### config.mk
export PLATFORM = sky130hd
export DESIGN_NAME = dmem_arbiter
export DESIGN_NICKNAME = d
export VERILOG_FILES = /design/src/rtl/dmem_arbiter.sv
export SDC_FILE = /design/constraint.sdc
export NUM_CORES = 2
export LEC_CHECK = 0
export ABC_AREA = 1
export ABC_CLOCK_PERIOD_IN_PS = 1400
export CORE_AREA = 2 2 632 634
export CTS_CLUSTER_DIAMETER = 60
export DETAILED_ROUTE_END_ITERATION = 7
export DIE_AREA = 0 0 634 636
export PLACE_DENSITY = 0.3
export SLEW_MARGIN = 20
export SYNTH_ARGS = -nofsm -noshare
export SYNTH_HDL_FRONTEND = slang
export SYNTH_SLANG_ARGS = --single-unit
### constraint.sdc
create_clock -name clk_i -period 1.4 [get_ports clk_i]
set_input_delay 0.42 -clock clk_i [delete_from_list [all_inputs] [get_ports clk_i]]
set_output_delay 0.42 -clock clk_i [all_outputs]
set_load 0.05 [all_outputs]
### src/rtl/dmem_arbiter.sv
// Two-port round-robin arbiter sharing one line-wide memory interface between icache (port 0) and dcache (port 1).
// Latency: mem_enable_o rises one cycle after a request is sampled in IDLE; the ack pulse comes one cycle after mem_ack_i.
// Backpressure: one transaction at a time; losing/late requesters hold req until their ack, and memory stalls by delaying mem_ack_i.
module dmem_arbiter #(
    parameter int DATA_W = 256,
    parameter int ADDR_W = 32
) (
    input  logic              clk_i,
    input  logic              rst_i,

    input  logic              p0_req_i,
    input  logic              p0_write_i,
    input  logic [ADDR_W-1:0] p0_addr_i,
    input  logic [DATA_W-1:0] p0_data_i,
    output logic [DATA_W-1:0] p0_data_o,
    output logic              p0_ack_o,

    input  logic              p1_req_i,
    input  logic              p1_write_i,
    input  logic [ADDR_W-1:0] p1_addr_i,
    input  logic [DATA_W-1:0] p1_data_i,
    output logic [DATA_W-1:0] p1_data_o,
    output logic              p1_ack_o,

    output logic              mem_enable_o,
    output logic              mem_write_o,
    output logic [ADDR_W-1:0] mem_addr_o,
    output logic [DATA_W-1:0] mem_data_o,
    input  logic [DATA_W-1:0] mem_data_i,
    input  logic              mem_ack_i,

    output logic              busy_o
);

    typedef enum logic [1:0] {
        IDLE = 2'd0,
        BUSY = 2'd1,
        DONE = 2'd2
    } state_t;

    state_t state;
    state_t state_nxt;

    logic              gnt;        // port owning the current transaction
    logic              last_gnt;   // port granted most recently, loses the next tie
    logic              win;        // arbitration winner among current requesters
    logic              grant;      // a new transaction is accepted on this edge
    logic              finish;     // memory completes the current transaction on this edge
    logic              sel_write;
    logic [ADDR_W-1:0] sel_addr;
    logic [DATA_W-1:0] sel_data;

    // state register
    always_ff @(posedge clk_i) begin
        if (!rst_i) begin
            state <= IDLE;
        end else begin
            state <= state_nxt;
        end
    end

    // next state, round-robin winner and the selected requester's fields
    always_comb begin
        state_nxt = state;
        grant     = 1'b0;
        finish    = 1'b0;
        // a tie goes to the port that was not served last; otherwise the lone requester wins
        if (p0_req_i && p1_req_i) begin
            win = ~last_gnt;
        end else begin
            win = p1_req_i;
        end
        sel_write = win ? p1_write_i : p0_write_i;
        sel_addr  = win ? p1_addr_i  : p0_addr_i;
        sel_data  = win ? p1_data_i  : p0_data_i;
        case (state)
            IDLE: begin
                if (p0_req_i || p1_req_i) begin
                    grant     = 1'b1;
                    state_nxt = BUSY;
                end
            end
            BUSY: begin
                if (mem_ack_i) begin
                    finish    = 1'b1;
                    state_nxt = DONE;
                end
            end
            DONE: begin
                // one cycle for the ack pulse; the requester drops req meanwhile so it is not re-granted
                state_nxt = IDLE;
            end
            default: begin
                state_nxt = IDLE;
            end
        endcase
    end

    // latch the winner's request; the memory address/data outputs are the latches themselves
    always_ff @(posedge clk_i) begin
        if (!rst_i) begin
            gnt        <= 1'b0;
            last_gnt   <= 1'b1;
            mem_addr_o <= '0;
            mem_data_o <= '0;
        end else if (grant) begin
            gnt        <= win;
            last_gnt   <= win;
            mem_addr_o <= sel_addr;
            mem_data_o <= sel_data;
        end
    end

    // registered memory strobes, busy flag and the one-cycle requester acks
    always_ff @(posedge clk_i) begin
        if (!rst_i) begin
            mem_enable_o <= 1'b0;
            mem_write_o  <= 1'b0;
            busy_o       <= 1'b0;
            p0_ack_o     <= 1'b0;
            p1_ack_o     <= 1'b0;
        end else begin
            mem_enable_o <= (state_nxt == BUSY);
            busy_o       <= (state_nxt != IDLE);
            p0_ack_o     <= finish && !gnt;
            p1_ack_o     <= finish && gnt;
            if (grant) begin
                mem_write_o <= sel_write;
            end else if (finish) begin
                mem_write_o <= 1'b0;
            end
        end
    end

    // read data returns only to the owner of a completed read; writes leave it alone
    always_ff @(posedge clk_i) begin
        if (!rst_i) begin
            p0_data_o <= '0;
            p1_data_o <= '0;
        end else if (finish && !mem_write_o) begin
            if (gnt) begin
                p1_data_o <= mem_data_i;
            end else begin
                p0_data_o <= mem_data_i;
            end
        end
    end

endmodule
==> results.ini <==
[placement]
place_hpwl_um=270500
placement.io_buffers=1643
dp.cells=12882
gp_congestion=0.8825

[pwr]
pwr_density_cell_mw_per_mm2=1153
vdd_ir_drop_max_mv=0.7961
p_leak_nw=37.44
finalPower_mw=100.4

[sta]
skew_ns=0.04627
slew_headroom_pct=69.69
timing.fmax_mhz=526.8
rsz0062_at_grt=yes
tightest_slew_ns=0.4547
fin_ws_ns=-0.4981
fin_crit_ns=1.898
fin_hold_ws_ns=0.1609
final-setup-viol-count=1609
finalHoldViolCount=0
finalMaxSlewViolations=0
post-route-period-util_pct=135.6

[floorplanning]
initial_core_util_pct=9.397
coreArea_mm2=0.3971
rows=232
dieWidth_um=634
die_h_um=636
die_area_mm2=0.4032
io_pins=1644

[synth]
synth_top_area_cell=dfxtp_1
synth_top_area_share_pct=43.40
synth.distinct_cells=15
synthXorXnorAreaFrac_pct=0
ys_top_cells_by_area=dfxtp_1 (43%), nand2_1 (16%), inv_1 (13%), nor2_1 (8.1%), nand3_1 (6.9%)
synth-seq-area-share_pct=43.40
synth_area_mm2=0.03731
synth_compound_area_share_pct=7.779
synth_adder_area_share_pct=0
ys_seq_elements=809
synth_nets=6844
synthMuxAreaShare_pct=0
synthSimpleGateAreaFrac_pct=31.35
avgSynthCellArea_um2=6.214
ys_warn_count=0
synth_top_family_by_area=simple AND/OR/NAND/NOR gates
netlist_instances=6005

[clock_tree]
cts_tree=done
clock_latency_ns=0.86
cts_root_buffer=clkbuf_16
clk_pin_slew_ns=0.05
cts_inserted_buffers=164
cts.sinks=809
htreeDepth=4
clockBufferDepth=4

[drt]
via_count=45792
post_drt_wl_per_cell_um=25.42
dr.pass1.iters=6
drtIter0Drc=2234
ant_nets=0
viasPerCell=3.381
routed_wl_um=344300
drc=0

[setup_path]
end_kind=output port
cp_data_required_time_ns=0.98
r2r_slack_ns=-0.38
arrival_ns=1.48
criticalPathCategory=flop to output port
cp-start-kind=flop
worstPathMaxFanout=2

[global_route]
grt_pass1_wl_um=430700
grtUsageTotal_pct=15.96
grt_max_degree=51
grt_overflow_total=0
grt_pass1_vias=45352
grt_antenna_before_repair=176

[outcome]
violations=negative setup slack
status=finished, violations left

[cells_and_area]
layoutNonFillerInstCount=13545
nets=8925
areaGrowthSynthToFinish_pct=133.4
final_cell_mix=nand2_1 (1422), inv_1 (1275), buf_12 (939), clkdlybuf4s50_1 (837), nor2_1 (773)
drive_above_1_share_pct=37.50
fin_util_pct=21.93
final_common_cell=nand2_1
fillCellCount=43621

[worst_hold_path]
hp-class=primary input to flop

[flow_run]
maxCapViolCount=0

## final timing paths
path | start | end | cells past startpoint
worst max-delay path | mem_data_o[63] | mem_data_o[63] | 2
worst min-delay path | p1_data_i[104] | mem_data_o[104] | 3
worst max register to register | state[1] | mem_data_o[26] | 12
worst min register to register | last_gnt | last_gnt | 2
## cells in the mapped netlist
library cell / count
nand2_1: 1614
nor2_1: 809
nand4_1: 2
inv_1: 1287
nor2_2: 1
buf_1: 38
a21oi_1: 290
inv_2: 3
nor2_4: 1
buf_2: 152
dfxtp_1: 809
clkbuf_1: 184
buf_4: 11
nand3_1: 514
o21ai_0: 290
## power breakdown
| part | total (mW) | internal [mW] | switching [mW] | leakage, nW |
|---|---|---|---|---|
| combinational | 30.5 | 14.3 | 16.3 | 27.6 |
| clock | 42.6 | 27.2 | 15.4 | 2.79 |
| sequential | 27.3 | 25.0 | 2.24 | 7.03 |
## metrics by stage
stage	instance area, µm²	setup TNS [ns]	setup WS [ns]
after floorplan	37320	0	0.0002780
after global placement	70910	-682.01	-1.387
after detailed placement	70910	-684.92	-1.357
after CTS	81760	-607.42	-0.6249
after global routing	87010	-621.19	-0.5924
final	87080	-484.50	-0.4981
## metal layers
metal | part of all wire [%] | track usage [%]
met3 | 10 | 7.673
met2 | 53 | 30.29
met5 | 0.15 | 0
met1 | 32 | 14.42
met4 | 4.1 | 6.012
## registers in the layout (all words and copies together), names as in the netlist, 2 cells and up
register and flops:
mem_data_o 256, state 2, p0_data_o 256, p1_data_o 256, mem_addr_o 32
## worst max-delay path: stages (launching register included)
cell	delay, ns
dfxtp_2	0.33
buf_8	0.13
buf_12	0.14
## cell type report
type | instances | area (µm²) | share of cell area, %
timing repair buffer | 2300 | 34420 | 39.52
sequential | 809 | 17820 | 20.46
multi-input combinational | 3521 | 17490 | 20.09
tap | 5265 | 6588 | 7.565
inverter | 1290 | 4862 | 5.583
clock buffer | 219 | 4633 | 5.321
clock inverter | 74 | 1107 | 1.272
antenna | 67 | 167.7 | 0.1925
## timing repair
item	in CTS	in global routing
gates resized for setup	1296	758
buffers inserted	95	102
hold endpoints to repair	4	0
setup endpoints to repair	1608	1610
hold buffers	1	0
pin swaps	53	215
gates cloned	56	73
## cells by family (layout without fill, tap and decap cells)
| kind of cell | after synthesis | after routing |
|---|---|---|
| AOI/OAI and AO/OA | 580 | 580 |
| DFF | 809 | 809 |
| other | 0 | 67 |
| and+or+nand+nor | 2941 | 2941 |
| buffers and inverters | 1675 | 3883 |
No activity file was read; power rests on OpenSTA's default activity.
